### config.mk
export PLATFORM = sky130hd
export DESIGN_NAME = posit_mult_norm
export DESIGN_NICKNAME = d
export VERILOG_FILES = /design/src/rtl/posit_pkg.sv /design/src/rtl/posit_regime_enc.sv /design/src/rtl/posit_mult_norm.sv
export SDC_FILE = /design/constraint.sdc
export NUM_CORES = 1
export LEC_CHECK = 0
export BUFFER_PORTS_ARGS = -buffer_cell sky130_fd_sc_hd__buf_4
export CAP_MARGIN = 20
export CORE_MARGIN = 5
export CORE_UTILIZATION = 45
export CTS_BUF_LIST = sky130_fd_sc_hd__clkbuf_16
export DETAILED_ROUTE_END_ITERATION = 10
export PLACE_DENSITY = 0.73
export SYNTH_ARGS = -nofsm -noshare
export SYNTH_HDL_FRONTEND = slang
export SYNTH_HIERARCHICAL = 1
export SYNTH_SLANG_ARGS = --single-unit
### constraint.sdc
create_clock -name clk_i -period 5.3 [get_ports clk_i]
set_input_delay 0.795 -clock clk_i [delete_from_list [all_inputs] [get_ports clk_i]]
set_output_delay 0.795 -clock clk_i [all_outputs]
set_load 0.05 [all_outputs]
### src/rtl/posit_pkg.sv
// Shared definitions for the posit multiplier normalise/encode slice.
// Holds the default word geometry, the derived internal widths, the special
// posit encodings and the payload carried from the normalise stage to the
// encode stage.
package posit_pkg;

    localparam int unsigned POSIT_WIDTH = 8;
    localparam int unsigned POSIT_EXP   = 2;

    // Signed width of a single operand's regime value.
    localparam int unsigned POSIT_REGI  = $clog2(POSIT_WIDTH) + 1;
    // Stored fraction width per operand.
    localparam int unsigned POSIT_MTS   = POSIT_WIDTH - 3 - POSIT_EXP;
    // Signed internal scale width.
    localparam int unsigned POSIT_SCL   = POSIT_REGI + POSIT_EXP + 2;
    // Product fraction width once the leading one is dropped.
    localparam int unsigned POSIT_FRW   = 2 * (POSIT_MTS + 1) - 1;

    localparam logic [POSIT_WIDTH-1:0] POSIT_NAR  = {1'b1, {(POSIT_WIDTH-1){1'b0}}};
    localparam logic [POSIT_WIDTH-1:0] POSIT_ZERO = '0;

    typedef struct packed {
        logic                        sign;
        logic signed [POSIT_SCL-1:0] scale;
        logic [POSIT_FRW-1:0]        fraction;
        logic                        zero;
        logic                        nar;
    } stage_t;

endpackage

### src/rtl/posit_regime_enc.sv
// Combinational posit encoder: turns a clamped scale, a normalised fraction
// and a sign into a WIDTH-bit posit word.
//
// Ports:
//   scale    in   SCL    clamped total scale (signed)
//   fraction in   FRW    fraction bits below the hidden one
//   sign     in   1      result sign
//   posit    out  WIDTH  encoded posit (rounded, saturated, signed)
//
// Build option: POSIT_MULT_NORM_ROUND_RNE_EN selects round-to-nearest-even;
// without it the magnitude is truncated.
module posit_regime_enc #(
    parameter int unsigned WIDTH = 8,
    parameter int unsigned EXP   = 2,
    parameter int unsigned SCL   = 8,
    parameter int unsigned FRW   = 7
) (
    input  logic signed [SCL-1:0] scale,
    input  logic [FRW-1:0]        fraction,
    input  logic                  sign,
    output logic [WIDTH-1:0]      posit
);

    // The unshifted body is {regime seed, e, fraction} padded with WIDTH zeros,
    // so no bit is lost by the largest regime shift and every discarded bit
    // remains available for rounding.
    localparam int unsigned VW   = 2 + EXP + FRW + WIDTH;
    localparam int unsigned DROP = VW - (WIDTH - 1);

    logic signed [SCL-1:0] k;
    logic [EXP-1:0]        e;
    logic [SCL-1:0]        sh;
    logic [VW-1:0]         base;
    logic [VW-1:0]         shifted;
    logic [WIDTH-2:0]      mag;
    logic [WIDTH-2:0]      mag_sat;
    logic [WIDTH-1:0]      sum;
    logic [WIDTH-1:0]      word;
    logic                  round_up;
`ifdef POSIT_MULT_NORM_ROUND_RNE_EN
    logic [DROP-1:0]       dropped;
    logic                  guard;
    logic                  sticky;
`endif

    always_comb begin
        k        = scale >>> EXP;
        e        = scale[EXP-1:0];
        sh       = '0;
        base     = '0;
        shifted  = '0;
        round_up = 1'b0;

        // k >= 0: seed "10" arithmetically shifted by k yields k+1 ones then 0.
        // k <  0: seed "01" logically shifted by -k-1 (= ~k) yields -k zeros then 1.
        if (k >= 0) begin
            base    = {2'b10, e, fraction, {WIDTH{1'b0}}};
            sh      = k;
            shifted = $signed(base) >>> sh;
        end else begin
            base    = {2'b01, e, fraction, {WIDTH{1'b0}}};
            sh      = ~k;
            shifted = base >> sh;
        end

        mag = (WIDTH-1)'(shifted >> DROP);

`ifdef POSIT_MULT_NORM_ROUND_RNE_EN
        dropped  = DROP'(shifted);
        guard    = dropped[DROP-1];
        sticky   = |dropped[DROP-2:0];
        round_up = guard & (sticky | mag[0]);
`endif

        sum     = {1'b0, mag} + WIDTH'(round_up);
        mag_sat = sum[WIDTH-1] ? '1 : sum[WIDTH-2:0];
        if (mag_sat == '0) begin
            mag_sat = (WIDTH-1)'(1);
        end

        word  = {1'b0, mag_sat};
        posit = sign ? -word : word;
    end

endmodule

### src/rtl/posit_mult_norm.sv
// Posit multiplier back end: normalises the raw mantissa product, forms and
// clamps the total scale, and re-encodes a WIDTH-bit posit through a
// two-stage valid/ready pipeline.
//
// Ports:
//   clk_i     in   1           clock, rising edge
//   rst_i     in   1           synchronous active-high reset
//   vld_i     in   1           product fields valid
//   rdy_o     out  1           stage can accept
//   sign_m    in   1           product sign
//   regi_sum  in   REGI+1      signed sum of operand regimes
//   exp_m     in   EXP+1       exponent sum
//   mts_m     in   2*(MTS+1)   mantissa product (01.xxxx or 1x.xxxx)
//   zero_i    in   1           either operand zero
//   nar_i     in   1           either operand NaR (wins over zero_i)
//   posit_o   out  WIDTH       encoded product
//   vld_o     out  1           posit_o valid
//   rdy_i     in   1           consumer ready
//
// Build option: POSIT_MULT_NORM_ROUND_RNE_EN selects round-to-nearest-even
// in the encoder; otherwise the magnitude is truncated.
module posit_mult_norm
    import posit_pkg::*;
#(
    parameter int unsigned WIDTH = POSIT_WIDTH,
    parameter int unsigned EXP   = POSIT_EXP,
    parameter int unsigned REGI  = $clog2(WIDTH) + 1,
    parameter int unsigned MTS   = WIDTH - 3 - EXP
) (
    input  logic                  clk_i,
    input  logic                  rst_i,
    input  logic                  vld_i,
    output logic                  rdy_o,
    input  logic                  sign_m,
    input  logic signed [REGI:0]  regi_sum,
    input  logic [EXP:0]          exp_m,
    input  logic [2*(MTS+1)-1:0]  mts_m,
    input  logic                  zero_i,
    input  logic                  nar_i,
    output logic [WIDTH-1:0]      posit_o,
    output logic                  vld_o,
    input  logic                  rdy_i
);

    localparam int unsigned SCL = REGI + EXP + 2;
    localparam int unsigned MSB = 2 * (MTS + 1) - 1;
    localparam int unsigned FRW = MSB;

    localparam logic signed [SCL-1:0] SCALE_MAX = SCL'((WIDTH - 2) << EXP);
    localparam logic signed [SCL-1:0] SCALE_MIN = -SCALE_MAX;

    stage_t                s1;
    stage_t                s1_next;
    logic                  s1_vld;
    logic [WIDTH-1:0]      posit_q;
    logic                  vld_q;
    logic                  advance;
    logic                  carry;
    logic signed [SCL-1:0] regi_ext;
    logic signed [SCL-1:0] scale_clamped;
    logic [WIDTH-1:0]      enc_word;
    logic [WIDTH-1:0]      posit_next;

    // Only a valid, unconsumed result blocks the pipe; bubbles never stall.
    assign advance = !(vld_q && !rdy_i);

    // Stage 1: normalise the product so the hidden one is dropped.
    always_comb begin
        s1_next  = '0;
        carry    = 1'b0;
        regi_ext = SCL'(regi_sum);

        s1_next.sign = sign_m;
        s1_next.zero = zero_i;
        s1_next.nar  = nar_i;

        if (mts_m[MSB]) begin
            s1_next.fraction = mts_m[MSB-1:0];
            carry            = 1'b1;
        end else begin
            s1_next.fraction = {mts_m[MSB-2:0], 1'b0};
        end

        s1_next.scale = (regi_ext <<< EXP) + $signed(SCL'(exp_m)) + $signed(SCL'(carry));
    end

    // Stage 2: clamp to the representable range, encode, apply specials.
    always_comb begin
        scale_clamped = s1.scale;
        if (s1.scale > SCALE_MAX) begin
            scale_clamped = SCALE_MAX;
        end else if (s1.scale < SCALE_MIN) begin
            scale_clamped = SCALE_MIN;
        end
    end

    posit_regime_enc #(
        .WIDTH (WIDTH),
        .EXP   (EXP),
        .SCL   (SCL),
        .FRW   (FRW)
    ) u_enc (
        .scale    (scale_clamped),
        .fraction (s1.fraction),
        .sign     (s1.sign),
        .posit    (enc_word)
    );

    always_comb begin
        posit_next = enc_word;
        if (s1.nar) begin
            posit_next = POSIT_NAR;
        end else if (s1.zero) begin
            posit_next = POSIT_ZERO;
        end
    end

    always_ff @(posedge clk_i) begin
        if (rst_i) begin
            s1      <= '0;
            s1_vld  <= 1'b0;
            posit_q <= '0;
            vld_q   <= 1'b0;
        end else if (advance) begin
            s1      <= s1_next;
            s1_vld  <= vld_i;
            posit_q <= posit_next;
            vld_q   <= s1_vld;
        end
    end

    assign rdy_o   = advance;
    assign posit_o = posit_q;
    assign vld_o   = vld_q;

endmodule
Word level (Yosys, flattened, before mapping)
Cells that the tools add are included.

word-level totals
  register bits after elaboration = 28
  output and inout bits = 10
  word-level logic and storage cells = 30
  bits of input ports = 23

cells by class
  shift-type cells = 2
  bitwise operators = 1
  muxes and demuxes = 9
  $lt $le $gt $ge = 3
  $add $sub $neg = 3
  reduce and logical (&&, ||, !) cells = 4

operator list
  kind                                                                number
  two-way mux 8 bit                                                   5
  two-way mux 19 bit                                                  1
  right shift 18 x 8 -> 19 bit                                        1
  >>> shifter 19 x 8 -> 19 bit                                        1
  two-way mux 7 bit                                                   2
  adder 7 x 4 -> 8 bit                                                1
  adder 8 x 2 -> 8 bit                                                1
  greater-than comparator 8 x 6 -> 1 bit (second input constant)      1
  less-than comparator 8 x 6 -> 1 bit (second input constant)         1
  negation 7 -> 8 bit                                                 1
  inverter 6 -> 8 bit                                                 1
  logical NOT 7 bit                                                   1
  greater-or-equal comparator 6 x 1 -> 1 bit (second input constant)  1
  logical NOT 1 bit                                                   2
  logical AND 1 bit                                                   1
  two-way mux 1 bit                                                   1

Logic depth before layout (Yosys ltp)
Gate-level depths: netlist of the first run.

  word-level depth = 12
  mapped depth = 16
  mapped depth without buffers = 15

Hierarchy
The synthesis of the first run kept the hierarchy.

by module, submodules not included
  module            cells an instance  seq. area each (µm²)  area an instance (µm²)  times used
  posit_mult_norm   154                560.5                 1303.8                  1
  posit_regime_enc  85                 0.0                   569.3                   1

Least setup slack after synthesis of the first run
OpenSTA, ideal clock, no wires.

  path kind = flip-flop to flip-flop
  start point = reg s1[12] (netlist name)
  end point = reg posit_q[4], in the netlist posit_o[4]
  period minus slack after synthesis = 3.128 ns
  path buffers = 0
  data arrival time = 3.058 ns
  library setup time = 0.070 ns
  data required time = 5.230 ns
  cell stages (with the launch flop) = 16
  path slack = 2.172 ns
  cell sequence = dfxtp_1 -> o2111ai_1 -> ha_1 -> inv_1 -> a21o_1 -> or4_4 -> a211o_1 -> o21ai_2 -> and2_4 -> nand2_1 -> o21a_1 -> ha_1 -> a21oi_1 -> xnor2_1 -> nand3_1 -> a21oi_1

between the ends
  word-level cells in the longest chain between the ends = 12
  elaborated cells on any way between the ends = 15
  classes of those cells = add/sub (1); order compare (3); shift (2); mux (7); bitwise (1); reduce/logical (1)

RTL lines
  what                                 line                    text
  start, declared                      posit_mult_norm.sv:52   stage_t s1;
  start signal, assigned               posit_mult_norm.sv:125  s1 <= s1_next;
  less-than comparator 8 x 6 -> 1 bit  posit_mult_norm.sv:92   end else if (s1.scale < SCALE_MIN) begin
  two-way mux 8 bit                    posit_mult_norm.sv:92
  two-way mux 8 bit *                  posit_mult_norm.sv:90   if (s1.scale > SCALE_MAX) begin
  net scale_clamped[4]                 posit_mult_norm.sv:60   logic signed [SCL-1:0] scale_clamped;
  inverter 6 -> 8 bit                  posit_regime_enc.sv:62  sh = ~k;
  right shift 18 x 8 -> 19 bit         posit_regime_enc.sv:63  shifted = base >> sh;
  two-way mux 19 bit *                 posit_regime_enc.sv:56  if (k >= 0) begin
  logical NOT 7 bit                    posit_regime_enc.sv:77  if (mag_sat == '0) begin
  two-way mux 7 bit *                  posit_regime_enc.sv:77
  negation 7 -> 8 bit                  posit_regime_enc.sv:82  posit = sign ? -word : word;
  two-way mux 8 bit *                  posit_regime_enc.sv:82
  net enc_word[4]                      posit_mult_norm.sv:61   logic [WIDTH-1:0] enc_word;
  two-way mux 8 bit *                  posit_mult_norm.sv:113  end else if (s1.zero) begin
  two-way mux 8 bit *                  posit_mult_norm.sv:111  if (s1.nar) begin
  end signal, assigned                 posit_mult_norm.sv:127  posit_q <= posit_next;
  end, declared                        posit_mult_norm.sv:55   logic [WIDTH-1:0] posit_q;

The timed path passes the listed nets; every way through them passes the cells marked *.
A chain may end at the register's enable or synchronous reset.

Worst setup path in the final report of the first run
Same ends and word-level chain as after synthesis.

==> results of run 1 <==
## tightest hold or removal path: cells and delay by family (launching register included)
| kind | cells | cell delay, ns |
|---|---|---|
| flip-flops | 1 | 0.31 |
| AO/OA/AOI/OAI | 1 | 0.05 |
| AND/OR/NAND/NOR | 1 | 0.05 |
## cell usage in the layout, fill, tap and decap left out, drive strengths merged, types with 2 or more instances in the layout
| cell type | instances |
|---|---|
| or3 | 4 |
| xnor2 | 4 |
| nand3 | 11 |
| nand2 | 30 |
| nand2b | 5 |
| a211oi | 4 |
| a41oi | 2 |
| and3b | 2 |
| nor2b | 4 |
| o21ai | 8 |
| or4 | 2 |
| and3 | 3 |
| dfxtp | 24 |
| a311oi | 7 |
| a211o | 2 |
| nor2 | 21 |
| a41o | 3 |
| mux2i | 4 |
| inv | 9 |
| buf | 30 |
| a31oi | 3 |
| nor3 | 2 |
| a21o | 2 |
| clkbuf | 3 |
| nor3b | 5 |
| ha | 5 |
| a21oi | 25 |
## routing by layer
layer | part of all wire | vias to the layer above | wire length (microns) | track usage
met1 | 0.49 | 708 | 1850 | 0.215
met4 | 0.017 | 0 | 63 | 0.0564
li1 | - | 845 | - | -
met2 | 0.42 | 49 | 1600 | 0.222
met3 | 0.065 | 6 | 244 | 0.0295
met5 | 0 | - | 0 | 0
## power groups by stage
stage | combinational, mW | clock, mW | sequential, mW
2_1_floorplan | 0.127 | 0 | 0.237
3_3_place_gp | 0.193 | 0 | 0.213
3_5_place_dp | 0.195 | 0 | 0.214
4_1_cts | 0.196 | 0.163 | 0.210
5_1_grt | 0.219 | 0.168 | 0.212
6_report | 0.196 | 0.161 | 0.210
## flip-flops by register name, summed over array words and instances, names as in the netlist
| name | cells |
|---|---|
| s1_vld | 1 |
| s1 | 14 |
| posit_o | 8 |
| vld_o | 1 |
## how the worst min path moves through the flow
stage | start | endpoint
final | posit_o[3] | posit_o[3]
after global routing | posit_o[3] | posit_o[3]
after CTS | posit_o[3] | posit_o[3]
after detailed placement | posit_o[3] | posit_o[3]
after global placement | s1_vld | s1_vld
after floorplan | s1_vld | s1_vld
## through the flow
step | utilization | worst slack (ns) | cells
2_1_floorplan | - | 2.17 | 223
3_3_place_gp | 0.517 | 1.73 | 284
3_5_place_dp | 0.517 | 1.74 | 284
4_1_cts | 0.538 | 1.72 | 288
5_1_grt | 0.538 | 1.29 | 288
6_report | 0.538 | 1.68 | 288
## layout make-up
class,count,area (sq um),area share
clock buffer,3,75.1,0.0378
clock inverter,1,3.75,0.00189
inverter,9,33.8,0.0170
multi-input combinational,173,1110,0.558
sequential,24,480,0.242
tap,48,60.1,0.0302
timing repair buffer,30,225,0.113
==> results.md, run 1 <==
* # diodes at 0
* Max VDD drop at 224 uV
* Min Tclk post-route at about 3.6 ns
* Gpl congestion at 0.856
* Num Clock Sinks at 24
* Worst Path Required at 5.49 ns
* Post-route cell area at 0.00199 sq mm
* Setup Fix Bufs, Post-CTS at 0
* Setup slack, reg-to-reg at 1.68 ns
* Post-DP Area at about 0.0019 sq mm
* Fin. Hold Viols at 0
* Fill count at 379
* WHS at between 0.4 and 0.5 ns
* CTS tree: done
* Sw Pwr at 192 uW
* Total GRT Usage at 0.151
* Share of cells above drive strength 1 at 0.188
* Max_slew headroom at 0.382
* Slew @ Worst Pin at 0.926 ns
* Synth Instances at roughly 220
* Initial core utilization at 0.465
* Syn Nets at 251
* Initial antenna violation count at 0
* Period utilization at 0.683
* CP cell instances: o2111ai_1 -> ha_1 -> or3_1 -> nor2_1 -> a31oi_1 -> a41oi_1 -> nand3_1 -> o21a_1 -> ha_1 -> a21oi_1 -> xnor2_1 -> nand3_1 -> a21oi_1
* Worst setup EP type: flip-flop
* Cts bufs inserted at 3
* Core box area at 0.00369 sq mm
* Critical path startpoint category: flip-flop
* Row cnt at 22
* Final nets at about 270
* Family with the most delay on the worst path: compound AO/OA/AOI/OAI gates
* Via density at 5.58
* DIE WIDTH at roughly 72 microns
* Overall power at 568 uW
* Clock-pin slew on the worst setup and hold paths at 0.06 ns
* Fmax at 0.276 GHz
* Drt initial violations at 106
* DRC at 0
* Cell Pwr Density at between 200 and 300 mW/mm^2
* Ys Warns at 6
* Synthesized cell area at 0.00172 sq mm
* Outcome: finished clean
* Die height at 71.7 microns
* Final ANT Viol Nets at 0
* Peak per-stage delay on the critical path at between 0.6 and 0.7 ns
* Sequential Power Share at 0.370
* Detailed Route WL at 3760 microns
* Clock Latency Late Sink at between 0.2 and 0.3 ns
* Max Root-Sink Buffers at 2
* Crit Path Max Fanout at 18
* First-pass GRT wire length at 6470 microns
* HPWL Detailed at 2710 microns
* Reg2reg start: s1[12]
* # setup viols final at 0
* Critical Path Sink: posit_o[4]
* Die area at slightly above 0.005 sq mm
* WP buf/inv at 0
* Via count at 1608
* Congestion Overflow GR at 0
* Layout area overhead at 15.8%
* Cell-internal power at 376 uW
* Arr. time, crit path at 3.81 ns
* Min-Delay Path Depth at 2
* Crit. Startpoint: s1[12]
* Final slew viol count at 0
* H-tree levels at 1
* DR WL/cell at 13.0 microns
* Number of global-route vias before repair at 1495
* Setup CP Type: flip-flop to flip-flop
* IO Port Bufs at 29
* Reg-to-Reg End: posit_o[4]
* Sw frac at 0.337
* Largest net degree at the start of global routing at 32
* Root Driver: clkbuf_16
* Cell depth of the worst setup path at 13
* Slowest-stage cell, CP: or3_1
* CTS Hold Bufs at 0
* Setup TNS at 0 ns
* Combinational power share at 0.346
* Clock Power Share at 0.284
* Ports at 33
* Worst min path class: flip-flop to flip-flop
* FF-to-FF path depth at 13
* Avg Inst Size Synth at 7.69 sq um
* RSZ-0062 raised after global routing: no
* Drt pass-1 iters at 4
* P_leak at 0.796 nW
* Clk_skew at 0.00354 ns
* # resized after CTS at 0
* Max-Cap Viols at 0
No activity file was read; power rests on OpenSTA's default activity.
==> run 2, diff against run 1 <==
--- a/config.mk
+++ b/config.mk
@@ -11,7 +11,7 @@
 export CORE_UTILIZATION = 45
 export CTS_BUF_LIST = sky130_fd_sc_hd__clkbuf_16
 export DETAILED_ROUTE_END_ITERATION = 10
-export PLACE_DENSITY = 0.73
+export PLACE_DENSITY = 0.76
 export SYNTH_ARGS = -nofsm -noshare
 export SYNTH_HDL_FRONTEND = slang
 export SYNTH_HIERARCHICAL = 1
==> constraint.sdc (replaced) <==
create_clock -name clk_i -period 2.9 [get_ports clk_i]
set_input_delay 0.435 -clock clk_i [delete_from_list [all_inputs] [get_ports clk_i]]
set_output_delay 0.435 -clock clk_i [all_outputs]
set_load 0.05 [all_outputs]
==> run 2 against run 1 <==
Clock skew is 0.0019 ns lower. Largest power group is now combinational logic. Routed wire length is 35% higher. Final area increased by 25%. Combinational power rose to 2.7 times the previous value. Register-to-register slack got worse by 1.9 ns. Clock-buffer cell count unchanged. The run now ends with negative setup slack left. Clock power is 83% higher. Non-clock buffer count rose by 42. Total power up 110%. Setup slack got worse by 1.9 ns. Largest cell class unchanged.
==> results.md, run 2 (synthesis gave the netlist of run 1 again) <==
* Outcome: finished, violations left
* Failing checks: negative setup slack
* Layout area overhead at 44.9%
* Family with the most delay on the worst path: simple AND/OR/NAND/NOR gates
* Min-Delay Path Depth at 3
* Worst min path class: input pin to flip-flop
* Crit Path Max Fanout at 7
* Met2 Usage GRT at 0.333
* Fmax at around 0.32 GHz
* Detailed Route WL at 5060 microns
* Worst hold endpoint: s1_vld
* Worst setup EP type: flip-flop
* Drt initial violations at 189
* Commonest non-fill, non-tap cell in the layout: buf_4
* Slowest-stage cell, CP: or3_4
* Hold Path Origin: vld_i
* Critical path startpoint category: flip-flop
* Fin. Hold Viols at 0
* CP cell instances: o2111ai_4 -> ha_4 -> or3_4 -> nor3b_1 -> a21oi_1 -> o22ai_2 -> and2_4 -> nand2_4 -> o21a_1 -> ha_4 -> a41oi_2 -> xnor2_1 -> nand3_1 -> a21oi_1
* Clk_skew at ~0.0016 ns
* First-pass GRT wire length at about 8000 microns
* Max-Cap Viols at 0
* CTS Hold Bufs at 0
* Num Clock Sinks at 24
* Number of global-route vias before repair at roughly 1800
* Cell Pwr Density at 484 mW/mm^2
* Post-DP Area at approximately 0.0022 sq mm
* FF-to-FF path depth at 14
* Arr. time, crit path at 3.34 ns
* Initial core utilization at 0.465
* Die area at 0.00515 sq mm
* Setup slack, reg-to-reg at -0.26 ns
* Final ANT Viol Nets at 0
* Die height at 71.7 microns
* Fill count at 296
* DRC at 0
* Cts bufs inserted at 3
* Number of flip-flops in the largest register at 14
* Root Driver: clkbuf_16
* CTS tree: done
* Congestion Overflow GR at 0
* HPWL Detailed at around 3300 microns
* Drt pass-1 iters at 4
* DR WL/cell at 15.3 microns
* Commonest cells after routing, fill and taps aside: 68 x buf_4, 29 x nand2_1, 20 x a21oi_1
* Final nets at 312
* Via density at 5.85
* Setup TNS at -0.899 ns
* DIE WIDTH at 71.7 microns
* Max_slew headroom at 0.706
* Final slew viol count at 0
* RSZ-0062 raised after global routing: yes
* Reg2reg start: s1[13]
* Min Tclk post-route at 3.16 ns
* Top reg by flops: s1
* Reg-to-Reg End: posit_o[6]
* Post-route cell area at ~0.0025 sq mm
* Max Root-Sink Buffers at 2
* Largest net degree at the start of global routing at 31
* Share of cells above drive strength 1 at 0.406
* Row cnt at 22
* H-tree levels at 1
* Worst Path Required at roughly 3.1 ns
* P_leak at 1.05 nW
* # diodes at 0
* Core box area at 0.00369 sq mm
* Clock-pin slew on the worst setup and hold paths at 0.06 ns
* Peak per-stage delay on the critical path at 0.41 ns
* Slew @ Worst Pin at between 0.4 and 0.5 ns
* Max VDD drop at a little over 400 uV
* Clock Latency Late Sink at 0.25 ns
* Met1 Use GR at 0.257
* IO Port Bufs at 29
* Met3 Use GR at 0.0210
* Gpl congestion at around 0.88
* Ports at 33
* Total GRT Usage at 0.192
* Initial antenna violation count at 0
* # setup viols final at 6
* Setup CP Type: flip-flop to flip-flop
* Final WS setup at -0.256 ns
* Top Usage Layer GRT: met2
* Period utilization at 1.09
* Via count at 1936
* WP buf/inv at 0
[run 2: cell types whose count changed in the layout (fill, tap and decap cells not counted), sizes merged]
cell and delta:
buf +42, or3 +1
[run 2: layout make-up]
class / count / area [sq um] / share of cell area
Multi-Input combinational cell: 174 / 1260 / 0.509
Timing Repair Buffer: 72 / 556 / 0.224
Sequential cell: 24 / 492 / 0.198
Clock buffer: 3 / 75.1 / 0.0302
Tap cell: 48 / 60.1 / 0.0242
Inverter: 9 / 33.8 / 0.0136
Clock inverter: 1 / 3.75 / 0.00151
[run 2: per-layer routing]
layer | up-vias | part of all wire
li1 | 934 | -
met4 | 0 | 0.013
met3 | 8 | 0.045
met5 | - | 0
met1 | 938 | 0.44
met2 | 56 | 0.50
[run 2: report_power, final]
| group | leakage, nW | internal, mW | switching (mW) | total (mW) |
|---|---|---|---|---|
| registers | 0.201 | 0.361 | 0.0239 | 0.384 |
| logic | 0.809 | 0.245 | 0.279 | 0.525 |
| clock network | 0.0385 | 0.184 | 0.111 | 0.295 |
| total | 1.05 | 0.790 | 0.414 | 1.20 |
[run 2: tightest hold or removal path, stage by stage]
cell     delay [ns]
buf_4          0.11
nand2_1        0.05
a21oi_1        0.05
[run 2: worst max-delay path by stage]
stage               cells past startpoint    from  slack [ns]    endpoint
floorplan                              15  s1[12]       -0.13  posit_o[6]
global placement                       14  s1[12]       -0.21  posit_o[6]
detailed placement                     14  s1[12]       -0.24  posit_o[6]
CTS                                    15  s1[13]       -0.14  posit_o[4]
global route                           16  s1[13]       -0.37  posit_o[6]
finish                                 14  s1[13]       -0.26  posit_o[6]
[run 2: metrics by stage]
stage / cells / utilization / hold WS (ns) / setup slack, ns / power, mW
floorplan: 223 / - / 0.432 / -0.128 / 0.676
global placement: 317 / 0.591 / 0.441 / -0.211 / 0.824
detailed placement: 317 / 0.591 / 0.444 / -0.244 / 0.831
CTS: 325 / 0.642 / 0.429 / -0.135 / 1.17
global route: 331 / 0.674 / 0.472 / -0.367 / 1.27
finish: 331 / 0.674 / 0.437 / -0.256 / 1.20
[run 2: what timing repair did]
action | CTS | global route
pin swaps | 7 | 9
resized for setup | 15 | 15
gates cloned | 0 | 1
endpoints found under the setup margin | 6 | 7
buffers inserted | 4 | 5
==> run 3, diff against run 2 <==
--- a/config.mk
+++ b/config.mk
@@ -7,11 +7,11 @@
 export LEC_CHECK = 0
 export BUFFER_PORTS_ARGS = -buffer_cell sky130_fd_sc_hd__buf_4
 export CAP_MARGIN = 20
-export CORE_MARGIN = 5
-export CORE_UTILIZATION = 45
+export CORE_MARGIN = 2
+export CORE_UTILIZATION = 40
 export CTS_BUF_LIST = sky130_fd_sc_hd__clkbuf_16
 export DETAILED_ROUTE_END_ITERATION = 10
-export PLACE_DENSITY = 0.76
+export PLACE_DENSITY = 0.7
 export SYNTH_ARGS = -nofsm -noshare
 export SYNTH_HDL_FRONTEND = slang
 export SYNTH_HIERARCHICAL = 1
==> run 3 against run 2 <==
The flow still finishes with violations (negative setup slack). Final area fell by 2.0%. Hold slack got worse by 0.0085 ns. Sequential cell count did not move. Final cell count rose by 0.30%. Setup slack improved by 0.046 ns. Non-clock buffer count did not move. Combinational power fell by 3%. Sequential share of layout area rose by 0.19 points. Total power fell by 1.2%. Fmax rose by 1.5%. Clock skew rose by 0.0027 ns. Largest cell class unchanged. Highest routed layer unchanged.
==> results.md, run 3 (synthesis gave the netlist of run 1 again) <==
* Congestion Overflow GR at 0
* Hold Path Origin: vld_i
* Final ANT Viol Nets at 0
* Cell Pwr Density at roughly 500 mW/mm^2
* WHS at 0.429 ns
* Cell depth of the worst setup path at 16
* # diodes at 0
* Num Clock Sinks at 24
* Min-Delay Path Depth at 3
* Overall power at 1.19 mW
* Number of global-route vias before repair at 1790
* Initial core utilization at 0.423
* Commonest non-fill, non-tap cell in the layout: buf_4
* Setup TNS at -0.595 ns
* DR WL/cell at 13.2 microns
* Total GRT Usage at 0.189
* Root Driver: clkbuf_16
* Clk_skew at 0.00430 ns
* CP cell instances: o2111ai_2 -> ha_4 -> buf_6 -> nor3b_2 -> buf_4 -> mux2_4 -> a211o_1 -> o21ai_2 -> and2_4 -> nand2_4 -> o21a_1 -> ha_4 -> a41oi_2 -> xnor2_1 -> nand3_1 -> a21oi_2
* Peak per-stage delay on the critical path at 0.34 ns
* Slowest-stage cell, CP: dfxtp_2
* Critical path startpoint category: flip-flop
* FF-to-FF path depth at 16
* Max_slew headroom at 0.713
* Crit Path Max Fanout at 8
* Commonest cells after routing, fill and taps aside: 68 x buf_4, 29 x nand2_1, 21 x a21oi_1
* Fmax at 0.322 GHz
* Die height at 69.5 microns
* Critical path's most frequent cell: ha_4
* Detailed Route WL at between 4000 and 5000 microns
* Worst hold endpoint: s1_vld
* # setup viols final at 6
* RSZ-0062 raised after global routing: yes
* Core box area at 0.00406 sq mm
* DRC at 0
* Gpl congestion at roughly 0.88
* Via density at 5.45
* Drt initial violations at 81
* IO Port Bufs at 29
* Slew @ Worst Pin at 0.429 ns
* Drt pass-1 iters at 4
* Failing checks: negative setup slack
* Top reg by flops: s1
* Post-route cell area at roughly 0.0024 sq mm
* Cts bufs inserted at 3
* Number of flip-flops in the largest register at 14
* Reg2reg start: s1[13]
* Final Non-Filler Cells at 332
* P_leak at 1.04 nW
* Min Tclk post-route at between 3 and 4 ns
* Period utilization at 1.07
* CTS Hold Bufs at 0
* DP Cell Count at between 300 and 400
* Clock Latency Late Sink at 0.25 ns
* Worst Path Required at 3.09 ns
* Family with the most delay on the worst path: compound AO/OA/AOI/OAI gates
* Clock-pin slew on the worst setup and hold paths at 0.06 ns
* Worst min path class: input pin to flip-flop
* Via count at 1810
* Final nets at 311
* Max VDD drop at 385 uV
* Initial antenna violation count at 0
* Fin. Hold Viols at 0
* Layout area overhead at 42.0%
* First-pass GRT wire length at 7850 microns
* Share of cells above drive strength 1 at 0.383
* Largest net degree at the start of global routing at 31
* Row cnt at 23
* Outcome: finished, violations left
* Final slew viol count at 0
* Ports at 33
* Final WS setup at -0.210 ns
* DIE WIDTH at 69.5 microns
* Worst setup EP type: flip-flop
* Setup slack, reg-to-reg at -0.21 ns
* Max Root-Sink Buffers at 2
* Post-DP Area at roughly 0.0022 sq mm
* Max-Cap Viols at 0
* WP buf/inv at 2
* H-tree levels at 1
* Die area at 0.00483 sq mm
* HPWL Detailed at 3210 microns
* Reg-to-Reg End: posit_o[6]
* Setup CP Type: flip-flop to flip-flop
* CTS tree: done
* Arr. time, crit path at 3.30 ns
==> run 3: cell count changes in the layout (fill, tap and decap cells not counted), sizes merged <==
| cell | previous run | this run |
|---|---|---|
| or3 | 5 | 4 |
==> run 3: cell type report <==
cell class                      count  area, sq um
Fill cell                         357         1620
Multi-Input combinational cell    173         1220
Timing Repair Buffer               72          556
Sequential cell                    24          487
Clock buffer                        3         75.1
Tap cell                           50         62.6
Inverter                            9         33.8
Clock inverter                      1         3.75
==> run 3: power breakdown <==
group,internal (mW),switching [mW]
clock network,0.184,0.115
logic,0.243,0.264
registers,0.361,0.0211
total,0.788,0.401
==> run 3: per-layer routing <==
layer	vias to the layer above	share of wire	global-route usage
li1	928	-	-
met5	-	0	0
met3	4	0.024	0.0160
met1	844	0.49	0.251
met4	0	0.0098	0.0566
met2	34	0.47	0.327
==> run 3: worst max path at each step <==
stage                      start    endpoint  slack [ns]
final                     s1[13]  posit_o[6]       -0.21
after global placement    s1[12]  posit_o[6]       -0.23
after global routing      s1[12]  posit_o[6]       -0.36
after CTS                 s1[12]  posit_o[6]       -0.20
after detailed placement  s1[13]  posit_o[6]       -0.29
after floorplan           s1[12]  posit_o[6]       -0.13
==> run 3: worst reg2reg max path, stage by stage (launching register included) <==
cell       delay (ns)
dfxtp_2          0.34
o2111ai_2        0.20
ha_4             0.25
buf_6            0.12
nor3b_2          0.15
buf_4            0.19
mux2_4           0.32
a211o_1          0.27
o21ai_2          0.08
and2_4           0.18
nand2_4          0.05
o21a_1           0.19
ha_4             0.18
a41oi_2          0.17
xnor2_1          0.13
nand3_1          0.10
a21oi_2          0.13
==> run 3: timing repair <==
| action | in CTS | in global routing |
|---|---|---|
| endpoints found under the hold margin | 0 | 0 |
| gates resized for setup | 13 | 9 |
| setup buffers | 2 | 2 |
| endpoints found under the setup margin | 6 | 7 |
| pin swaps | 12 | 5 |
==> run 3: stage by stage <==
step / worst slack (ns) / utilization
3_3_place_gp: -0.225 / 0.547
3_5_place_dp: -0.295 / 0.547
5_1_grt: -0.363 / 0.600
2_1_floorplan: -0.128 / -
6_report: -0.210 / 0.600
4_1_cts: -0.203 / 0.586
